File: src/rtl/button_debounce.sv
// Multi-bit pushbutton conditioner: polarity fix, 2-flop sync, per-bit debounce, press/release strobes.
// Optional per-bit long-press strobe is built when BUTTON_DEBOUNCE_LONG_PRESS_EN is defined.
module button_debounce #(
    parameter int BTN_WIDTH      = 4,
    parameter int DB_CNT_WIDTH   = 20,
    parameter int LONG_WIDTH     = 26,
    parameter int BTN_ACTIVE_LOW = 1
) (
    input  logic                 clk,
    input  logic                 rst,
    input  logic [BTN_WIDTH-1:0] btn_in,
    output logic [BTN_WIDTH-1:0] btn_state,
    output logic [BTN_WIDTH-1:0] btn_press,
    output logic [BTN_WIDTH-1:0] btn_release,
    output logic [BTN_WIDTH-1:0] btn_long
);

    typedef enum logic {
        STABLE_0 = 1'b0,
        STABLE_1 = 1'b1
    } dbState_e;

    localparam logic [DB_CNT_WIDTH-1:0] DB_CNT_MAX = '1;

    // Widths come from clock-frequency arithmetic upstream; a zero width is a top-level bug.
    if (BTN_WIDTH < 1 || DB_CNT_WIDTH < 1 || LONG_WIDTH < 1) begin : gBadParams
        $error("button_debounce: all widths must be at least 1");
    end

    logic [BTN_WIDTH-1:0]    btnNorm;
    logic [BTN_WIDTH-1:0]    sync1_q;
    logic [BTN_WIDTH-1:0]    sync2_q;
    dbState_e                dbState_q [BTN_WIDTH];
    dbState_e                dbState_d [BTN_WIDTH];
    logic [DB_CNT_WIDTH-1:0] dbCnt_q   [BTN_WIDTH];
    logic [DB_CNT_WIDTH-1:0] dbCnt_d   [BTN_WIDTH];
    logic [BTN_WIDTH-1:0]    press_q;
    logic [BTN_WIDTH-1:0]    press_d;
    logic [BTN_WIDTH-1:0]    release_q;
    logic [BTN_WIDTH-1:0]    release_d;

    assign btnNorm = (BTN_ACTIVE_LOW != 0) ? ~btn_in : btn_in;

    always_ff @(posedge clk) begin
        if (rst) begin
            sync1_q <= '0;
            sync2_q <= '0;
        end else begin
            sync1_q <= btnNorm;
            sync2_q <= sync1_q;
        end
    end

    always_ff @(posedge clk) begin
        if (rst) begin
            for (int i = 0; i < BTN_WIDTH; i++) begin
                dbState_q[i] <= STABLE_0;
                dbCnt_q[i]   <= '0;
            end
            press_q   <= '0;
            release_q <= '0;
        end else begin
            for (int i = 0; i < BTN_WIDTH; i++) begin
                dbState_q[i] <= dbState_d[i];
                dbCnt_q[i]   <= dbCnt_d[i];
            end
            press_q   <= press_d;
            release_q <= release_d;
        end
    end

    always_comb begin
        btn_state = '0;
        for (int i = 0; i < BTN_WIDTH; i++) begin
            btn_state[i] = (dbState_q[i] == STABLE_1);
        end
    end

    // Any sample agreeing with the current level restarts the count, so bounce never accumulates.
    always_comb begin
        press_d   = '0;
        release_d = '0;
        for (int i = 0; i < BTN_WIDTH; i++) begin
            dbState_d[i] = dbState_q[i];
            dbCnt_d[i]   = dbCnt_q[i];
            if (sync2_q[i] == btn_state[i]) begin
                dbCnt_d[i] = '0;
            end else if (dbCnt_q[i] == DB_CNT_MAX) begin
                dbCnt_d[i]   = '0;
                dbState_d[i] = sync2_q[i] ? STABLE_1 : STABLE_0;
                press_d[i]   = sync2_q[i];
                release_d[i] = ~sync2_q[i];
            end else begin
                dbCnt_d[i] = dbCnt_q[i] + 1'b1;
            end
        end
    end

    assign btn_press   = press_q;
    assign btn_release = release_q;

`ifdef BUTTON_DEBOUNCE_LONG_PRESS_EN
    localparam logic [LONG_WIDTH-1:0] LONG_MAX = '1;
    localparam logic [LONG_WIDTH-1:0] LONG_PRE = LONG_MAX - 1'b1;

    logic [LONG_WIDTH-1:0] longCnt_q [BTN_WIDTH];
    logic [LONG_WIDTH-1:0] longCnt_d [BTN_WIDTH];
    logic [BTN_WIDTH-1:0]  long_q;
    logic [BTN_WIDTH-1:0]  long_d;

    always_ff @(posedge clk) begin
        if (rst) begin
            for (int i = 0; i < BTN_WIDTH; i++) begin
                longCnt_q[i] <= '0;
            end
            long_q <= '0;
        end else begin
            for (int i = 0; i < BTN_WIDTH; i++) begin
                longCnt_q[i] <= longCnt_d[i];
            end
            long_q <= long_d;
        end
    end

    // The counter saturates, so the pulse fires once per press; a release edge suppresses it.
    always_comb begin
        long_d = '0;
        for (int i = 0; i < BTN_WIDTH; i++) begin
            longCnt_d[i] = longCnt_q[i];
            if (!btn_state[i] || release_d[i]) begin
                longCnt_d[i] = '0;
            end else if (longCnt_q[i] != LONG_MAX) begin
                longCnt_d[i] = longCnt_q[i] + 1'b1;
                long_d[i]    = (longCnt_q[i] == LONG_PRE);
            end
        end
    end

    assign btn_long = long_q;
`else
    assign btn_long = '0;
`endif

endmodule
File: config.mk
export PLATFORM = sky130hd
export DESIGN_NAME = button_debounce
export DESIGN_NICKNAME = d
export VERILOG_FILES = /design/src/rtl/button_debounce.sv
export SDC_FILE = /design/constraint.sdc
export NUM_CORES = 1
export LEC_CHECK = 0
export BUFFER_PORTS_ARGS = -buffer_cell sky130_fd_sc_hd__buf_4
export CORE_ASPECT_RATIO = 0.5
export CORE_MARGIN = 5
export CORE_UTILIZATION = 44
export DETAILED_ROUTE_END_ITERATION = 12
export MAX_ROUTING_LAYER = met4
export SYNTH_ARGS = -nofsm -noshare
export SYNTH_HDL_FRONTEND = slang
export SYNTH_SLANG_ARGS = --single-unit
File: constraint.sdc
create_clock -name clk -period 3.3 [get_ports clk]
set_clock_uncertainty 0.15 [all_clocks]
set_input_delay 0.33 -clock clk [delete_from_list [all_inputs] [get_ports clk]]
set_output_delay 0.33 -clock clk [all_outputs]
set_load 0.005 [all_outputs]
Yosys cells after proc, flatten, opt, wreduce, memory -nomap -nowiden
Memories as Yosys holds them, arrays and structs flattened.
Cells that the tools add are included.
W data, S select, Z words.
- RAM bits: 84
- memories kept: 2
- output and inout bits: 16
- input port bits: 6
- word-level logic and storage cells: 76
- bits in registers: 16
- bitwise logic cells: 17
- add/sub/neg operators: 4
- reductions and logical operators: 4
- equal/unequal tests: 8
- mux-type cells: 31
- memory list (name ; words ; bits a word ; rd ports ; clocked after Yosys merged registers in ; write ports ; RTL line ; RTL):
    dbCnt_q ; 4 ; 20 ; 4 ; 0 ; 4 ; 35 ; logic [DB_CNT_WIDTH-1:0] dbCnt_q [BTN_WIDTH];
    dbState_q ; 4 ; 1 ; 4 ; 0 ; 4 ; 33 ; dbState_e dbState_q [BTN_WIDTH];
- operators by type and width (kind ; number):
    $mux W20 ; 12
    $add A20 B1 Y20 const B ; 4
    $eq A20 B20 Y1 const B ; 4
    $mux W1 ; 19
    $reduce_or A3 Y1 ; 4
    $not A1 Y1 ; 8
    $or A1 B1 Y1 ; 8
    $eq A1 B1 Y1 ; 4
    $not A4 Y4 ; 1

Depth between registers and ports, before layout
Gate-level depths: netlist of the first run.
An unclocked memory read counts as a cell.
- depth after elaboration: 5
- mapped depth: 7

Worst setup path after synthesis of the first run
No wires, ideal clock.
- path kind: register -> register
- start: mem dbCnt_q[2][0]
- end: mem dbCnt_q[2][10]
- clock period less this slack: 2.100 ns
- setup slack: 1.200 ns
- arrival: 1.833 ns
- required time: 3.033 ns
- setup time: 0.117 ns
- stages on the path, launching flop included: 8
- buffers on the path: 2
- path through: dfxtp_1 -> ha_1 -> nand4_1 -> or4_1 -> clkbuf_1 -> o21bai_4 -> buf_2 -> nor2_1
- RTL lines (what ; RTL line):
    from (decl) ; 35

==> impl_metrics.tcl, run 1 <==
set metrics [dict create \
    worst_pin_slew_ps 633.9 \
    gp_congestion 0.7477 \
    place.port_buffers 17 \
    hold_violations 0 \
    synth.distinct_cells 40 \
    yosys_warnings 0 \
    numClockSinks 100 \
    grt_use_total_pct 13.94 \
    initial_core_util_pct 45.19 \
    critPathMaxFanout 15 \
    fin_tns_setup_ps 0 \
    cts_root_buf "clkbuf_16" \
    grt_antenna_before_repair 0 \
    syn-instance-count 483 \
    antenna_cells 0 \
    power_leakage_nw 1.444 \
    numCtsBuffers 9 \
    worstSetupStartpointType "register" \
    grt.overflow.total 0 \
    setup_viol 0 \
    layout-drive-gt1-share_pct 8.583 \
    endpoint_kind "register" \
    vias_per_cell 5.057 \
    clockBufferDepth 2 \
    netlist_area_sq_um 4283 \
    crit_type "reg -> reg" \
    floorplan.rows 25 \
    period_minus_slack_ps 2317 \
    crit_chain "ha_1 -> nand3_2 -> or4_4 -> o21ai_2 -> nor2_1" \
    wl_per_cell_microns 11.55 \
    drtIter0Drc 143 \
    num-nets-final 507 \
    drcViolationCount 0 \
    die-area_sq_um 11930 \
    first_global_vias 2966 \
    core_sq_um 9478 \
    crit_family "simple AND/OR/NAND/NOR gates" \
    cp.required_ps 3350 \
    ctsResizeCount 0 \
    cap_violations 0 \
    yosys_most_used_dff "dfxtp_1" \
    fmax_mhz 431.6 \
    cp_slowest_cell "or4_4" \
    ioPinCount 22 \
    tritoncts "yes" \
    h-tree-depth 3 \
    crit_path_max_incr_delay_ps 630 \
    slew_headroom_pct 57.71 \
    rsz0062_at_grt "false" \
    dieHeight_microns 79.77 \
    fin_crit_sh_pct 70.22 \
    outcome "finished, final reports clean" \
    routed_wl_mm 7.346 \
    dpl_cell_area_sq_um 4467 \
    ys_ff_latch 100 \
    clkTransAtPathRegs_ps 60 \
    grt_pass1_wl_mm 13.19 \
    num_vias 3216 \
    final_antenna_net_count 0 \
    hold_class "in -> reg" \
    peakVddDrop_v 0.0002694 \
    fin_area_sq_um 4776 \
    insertion_delay_ps 340 \
    dp_hpwl_mm 5.115 \
    ys_seq_area_share_pct 46.74 \
    syn_to_final_growth_pct 11.51 \
    path_buf_inv 0 \
    finalMaxSlewViolations 0 \
    syn_area_per_cell_sq_um 8.867 \
    dr.pass1.iters 5 \
    synth_edf_count 0 \
    grt_max_degree 25 \
    async_reset_ff_share_pct 0 \
    power_density_nw_per_um2 460.9 \
    fillers 883 \
    die_x_microns 149.5 \
    worstPathArrival_ps 2370 \
]
cell type report:
class / count / area [sq um] / share of cell area, %
clock buffer: 11 / 242.7 / 5.083
clock inverter: 4 / 26.28 / 0.5502
inverter: 15 / 56.30 / 1.179
multi-input combinational: 349 / 2105 / 44.07
sequential: 100 / 2002 / 41.92
tap: 135 / 168.9 / 3.537
timing repair buffer: 22 / 175.2 / 3.668
cell usage in the layout (no fill, tap or decap), types with 4 or more instances in the layout:
cell type	count
nand3_1	30
nor3_1	12
or3_1	17
dlygate4sd3_1	4
clkbuf_16	9
or4_1	8
and3_1	6
nand2b_1	4
conb_1	4
xnor2_1	32
nand2_1	20
xor2_1	25
ha_1	4
inv_1	15
and4_1	6
buf_4	18
nor2b_1	5
nor2_1	78
dfxtp_1	100
nand4_1	25
a21oi_1	17
o21ai_0	15
nor4_1	14
report_power, final:
part / internal, mW / leakage (nW) / switching (mW)
clock: 0.526 / 0.131 / 0.428
sequential: 1.21 / 0.807 / 0.00364
combinational: 0.0132 / 0.506 / 0.0174
total: 1.75 / 1.44 / 0.449
logic make-up after synthesis:
kind of cell             after synthesis  synth area share [%]
adder cells (fa/ha/maj)                4                 1.169
other                                  1               0.08756
flip-flops                           100                 46.74
AO/OA/AOI/OAI                         44                 6.223
multiplexers                           2                0.4674
XOR/XNOR                              57                 11.66
buffers and inverters                 37                 4.382
AND/OR/NAND/NOR                      238                 29.27
metrics by stage:
step           hold WS (ps)  worst slack, ps  power, mW  instances  util, %
5_1_grt               159.3            764.0      2.299        636    50.39
6_report              156.7            982.8      2.201        636    50.39
3_5_place_dp          271.8            929.0      1.271        617    47.13
2_1_floorplan         246.7             1200      1.265        486        -
3_3_place_gp          269.9            959.9      1.271        617    47.13
4_1_cts               144.3            935.3      2.242        636    50.39
synthesized netlist by cell type (all sizes together) (9+ instances only):
| cell type | n | area [sq um] |
|---|---|---|
| a21oi | 17 | 85.08 |
| buf | 14 | 101.3 |
| dfxtp | 100 | 2002 |
| inv | 15 | 56.30 |
| nand2 | 20 | 75.07 |
| nand3 | 31 | 160.1 |
| nand4 | 26 | 177.7 |
| nor2 | 78 | 292.8 |
| nor3 | 12 | 60.06 |
| nor4 | 14 | 87.58 |
| o21ai | 17 | 92.59 |
| or3 | 17 | 106.4 |
| or4 | 9 | 71.32 |
| xnor2 | 32 | 280.3 |
| xor2 | 25 | 219.0 |
layer usage:
metal / track usage (%) / vias up / wire length (microns)
met5: - / - / 0
met3: 4.254 / 12 / 237
met2: 22.48 / 29 / 3322
li1: - / 1709 / -
met4: 5.205 / 0 / 108
met1: 16.63 / 1466 / 3678
final timing paths:
| check | startpoint | to | slack [ps] | depth (start not counted) |
|---|---|---|---|---|
| hold / removal | rst | sync1_q[2] | 160 | 2 |
| setup / recovery | dbCnt_q[0][0] | dbCnt_q[0][11] | 980 | 5 |
| hold reg to reg | sync1_q[1] | sync2_q[1] | 290 | 1 |
| setup reg to reg | dbCnt_q[0][0] | dbCnt_q[0][11] | 980 | 5 |
registers in the layout, indices dropped and copies added (netlist names):
register	count
btn_press	4
btn_release	4
sync1_q	4
dbCnt_q	80
dbState_q	4
sync2_q	4
repair_timing:
| action | 4_1_cts | 5_1_grt |
|---|---|---|
| setup buffers | 0 | 0 |
| setup endpoints to repair | 0 | 0 |
| hold endpoints to repair | 4 | 0 |
| hold buffers | 4 | 0 |
No activity file was read; power rests on OpenSTA's default activity.
==> run 2: changes to the inputs <==
--- a/config.mk
+++ b/config.mk
@@ -5,6 +5,7 @@
 export SDC_FILE = /design/constraint.sdc
 export NUM_CORES = 1
 export LEC_CHECK = 0
+export ABC_AREA = 1
 export BUFFER_PORTS_ARGS = -buffer_cell sky130_fd_sc_hd__buf_4
 export CORE_ASPECT_RATIO = 0.5
 export CORE_MARGIN = 5
==> constraint.sdc (replaced) <==
create_clock -name clk -period 2.01 [get_ports clk]
set_clock_uncertainty 0.15 [all_clocks]
set_input_delay 0.201 -clock clk [delete_from_list [all_inputs] [get_ports clk]]
set_output_delay 0.201 -clock clk [all_outputs]
set_load 0.005 [all_outputs]
==> run 2 against run 1 <==
Combinational power grew 97%. Worst hold slack better by 96 ps. Cell count rose by 26%.
==> impl_metrics.tcl, run 2 <==
set metrics [dict create \
    outcome "finished, final reports clean" \
    finalMaxSlewViolations 0 \
    highest_layer "met4" \
    vias_per_cell 4.650 \
    grt_use_total_pct 14.89 \
    cp_slowest_cell "dfxtp_1" \
    grt_antenna_before_repair 0 \
    crit_path_max_incr_delay_ps 350 \
    path_buf_inv 1 \
    grt_max_degree 21 \
    cts_root_buf "clkbuf_16" \
    dr_wl_met3_microns 210 \
    multi_input_area_sq_um 2262 \
    crit_chain "ha_1 -> nand2_1 -> nor2_1 -> nand2_2 -> nor2_4 -> nand3_2 -> nand2_1 -> buf_12 -> a21oi_1" \
    drt-met1-wl_mm 4.416 \
    setup_viol 0 \
    final.setup.worst_slack_ps 217.9 \
    cap_violations 0 \
    yosys_warnings 0 \
    fmax_mhz 558.0 \
    ys_ff_latch 100 \
    num-nets-final 668 \
    clockBufferDepth 2 \
    insertion_delay_ps 340 \
    grt.overflow.total 0 \
    synth.largest_area_cell "dfxtp_1" \
    ctsResizeCount 0 \
    power_leakage_nw 1.675 \
    place.port_buffers 17 \
    register_area_sq_um 2002 \
    clkTransAtPathRegs_ps 60 \
    fin_crit_sh_pct 89.16 \
    h-tree-depth 3 \
    power_density_nw_per_um2 738.7 \
    core_sq_um 10210 \
    met2WireLength_mm 3.842 \
    synth_commonest_cells "nand2_1, nor2_1, dfxtp_1" \
    syn_area_per_cell_sq_um 7.313 \
    netlist_area_sq_um 4614 \
    async_reset_ff_share_pct 0 \
    syn-instance-count 631 \
    r2r_slack_ps 220 \
    ioPinCount 22 \
    dp_slack_ps 236.3 \
    r2r-start "dbCnt_q[3][0]" \
    crit_family "simple AND/OR/NAND/NOR gates" \
    cp.required_ps 2090 \
    final_antenna_net_count 0 \
    fillers 1009 \
    worstHoldStart "sync1_q[1]" \
    rsz0062_at_grt "false" \
    routed_wl_mm 8.509 \
    syn_to_final_growth_pct 13.58 \
    peakVddDrop_v 0.0004134 \
    die_x_microns 154.8 \
    numClockSinks 100 \
    ys_seq_area_share_pct 43.38 \
    wl_per_cell_microns 10.60 \
    crit_type "reg -> reg" \
    final_cell_mix "nand2_1, nor2_1, dfxtp_1, inv_1, a21oi_1" \
    crit_cells 9 \
    r2r_cells 9 \
    fin_tns_setup_ps 0 \
    dieHeight_microns 82.42 \
    numCtsBuffers 9 \
    final_common_cell "nand2_1" \
    first_global_vias 3471 \
    synth_edf_count 0 \
    fin_area_sq_um 5241 \
    regMostFlops "dbCnt_q" \
    drcViolationCount 0 \
    largest_reg_flops 80 \
    whs_path_depth 2 \
    hold_violations 0 \
    synth.most_common_cell "nand2_1" \
    grt_pass1_wl_mm 15.18 \
    num_vias 3734 \
    dpl_cell_area_sq_um 4828 \
    layout-drive-gt1-share_pct 11.46 \
    synth_area_leaders "dfxtp_1, nand2_1, nor2_1, inv_1, a21oi_1" \
    yosys_most_used_dff "dfxtp_1" \
    period_minus_slack_ps 1792 \
    worstPathArrival_ps 1870 \
    gp_congestion 0.8451 \
    critPathMaxFanout 20 \
    hold_class "reg -> reg" \
    crit_top_cell "nand2_1" \
    tritoncts "yes" \
    dp_hpwl_mm 6.130 \
    initial_core_util_pct 45.17 \
    antenna_cells 0 \
    worstSetupStartpointType "register" \
    synth.distinct_cells 31 \
    synth.top_cell.area_share_pct 43.38 \
    drtIter0Drc 186 \
    dr.pass1.iters 5 \
    rr_endpoint "dbCnt_q[3][13]" \
    die-area_sq_um 12760 \
    floorplan.rows 26 \
    endpoint_kind "register" \
    min_to "sync2_q[1]" \
]
==> run 2: cell types whose count changed after synthesis, moves of 14 or more <==
cell	delta
a21oi_1	+19
inv_1	+43
nand2_1	+128
nand4_1	-15
nor2_1	+44
nor2_2	+14
nor4_1	-14
or3_1	-17
xnor2_1	-18
==> run 2: how the worst max path moves through the flow <==
| stage | from | end | slack, ps |
|---|---|---|---|
| 2_1_floorplan | dbCnt_q[0][0] | dbCnt_q[0][16] | 410 |
| 3_3_place_gp | dbCnt_q[3][0] | dbCnt_q[3][11] | 250 |
| 3_5_place_dp | dbCnt_q[3][0] | dbCnt_q[3][10] | 240 |
| 4_1_cts | dbCnt_q[3][0] | dbCnt_q[3][10] | 210 |
| 5_1_grt | dbCnt_q[1][0] | dbCnt_q[1][18] | 20 |
| 6_report | dbCnt_q[3][0] | dbCnt_q[3][13] | 220 |
==> run 2: worst register-to-register path: stages (launching register included) <==
cell and delay (ps):
dfxtp_1 350, ha_1 260, nand2_1 90, nor2_1 120, nand2_2 120, nor2_4 150
nand3_2 100, nand2_1 120, buf_12 160, a21oi_1 60
==> run 2: routing by layer <==
layer  vias up  GRT usage, %
li1       2022             -
met1      1681         17.83
met2        29         25.13
met3         2         3.904
met4         0         4.581
met5         -             -
==> run 2: cell families (layout without fill, tap and decap cells) <==
kind of cell,after synthesis,after routing,share of synthesized area (%)
other,1,4,0.08127
and+or+nand+nor,370,370,35.98
buffers and inverters,74,103,7.836
xor gates and xnor gates,31,31,5.884
AOI/OAI and AO/OA,51,51,5.748
adders and majority gates,4,4,1.085
DFF,100,100,43.38
==> run 2: cell type report <==
type,count,area share [%]
inverters,59,4.225
clock buffers,13,5.347
flip-flops and latches,100,38.20
repair buffers,28,4.918
well taps,140,3.342
multi-input cells,460,43.16
clock inverters,3,0.8116
==> run 2: through the flow <==
step           util [%]  power, mW  hold WS (ps)  std cells
5_1_grt           51.31      4.018         272.8        803
3_3_place_gp      47.27      2.089         207.9        778
4_1_cts           51.31      3.940         255.7        803
6_report          51.31      3.872         253.0        803
3_5_place_dp      47.27      2.089         206.2        778
2_1_floorplan         -      2.081         117.7        634
==> run 2: power by group <==
group | internal [mW] | switching (mW)
clock | 1.10 | 0.716
combinational | 0.0284 | 0.0319
sequential | 1.99 | 0.00603
total | 3.12 | 0.754
==> run 2: repair_timing <==
item / CTS / global route
endpoints found under the hold margin: 12 / 0
hold buffers: 9 / 0
buffers inserted: 0 / 0
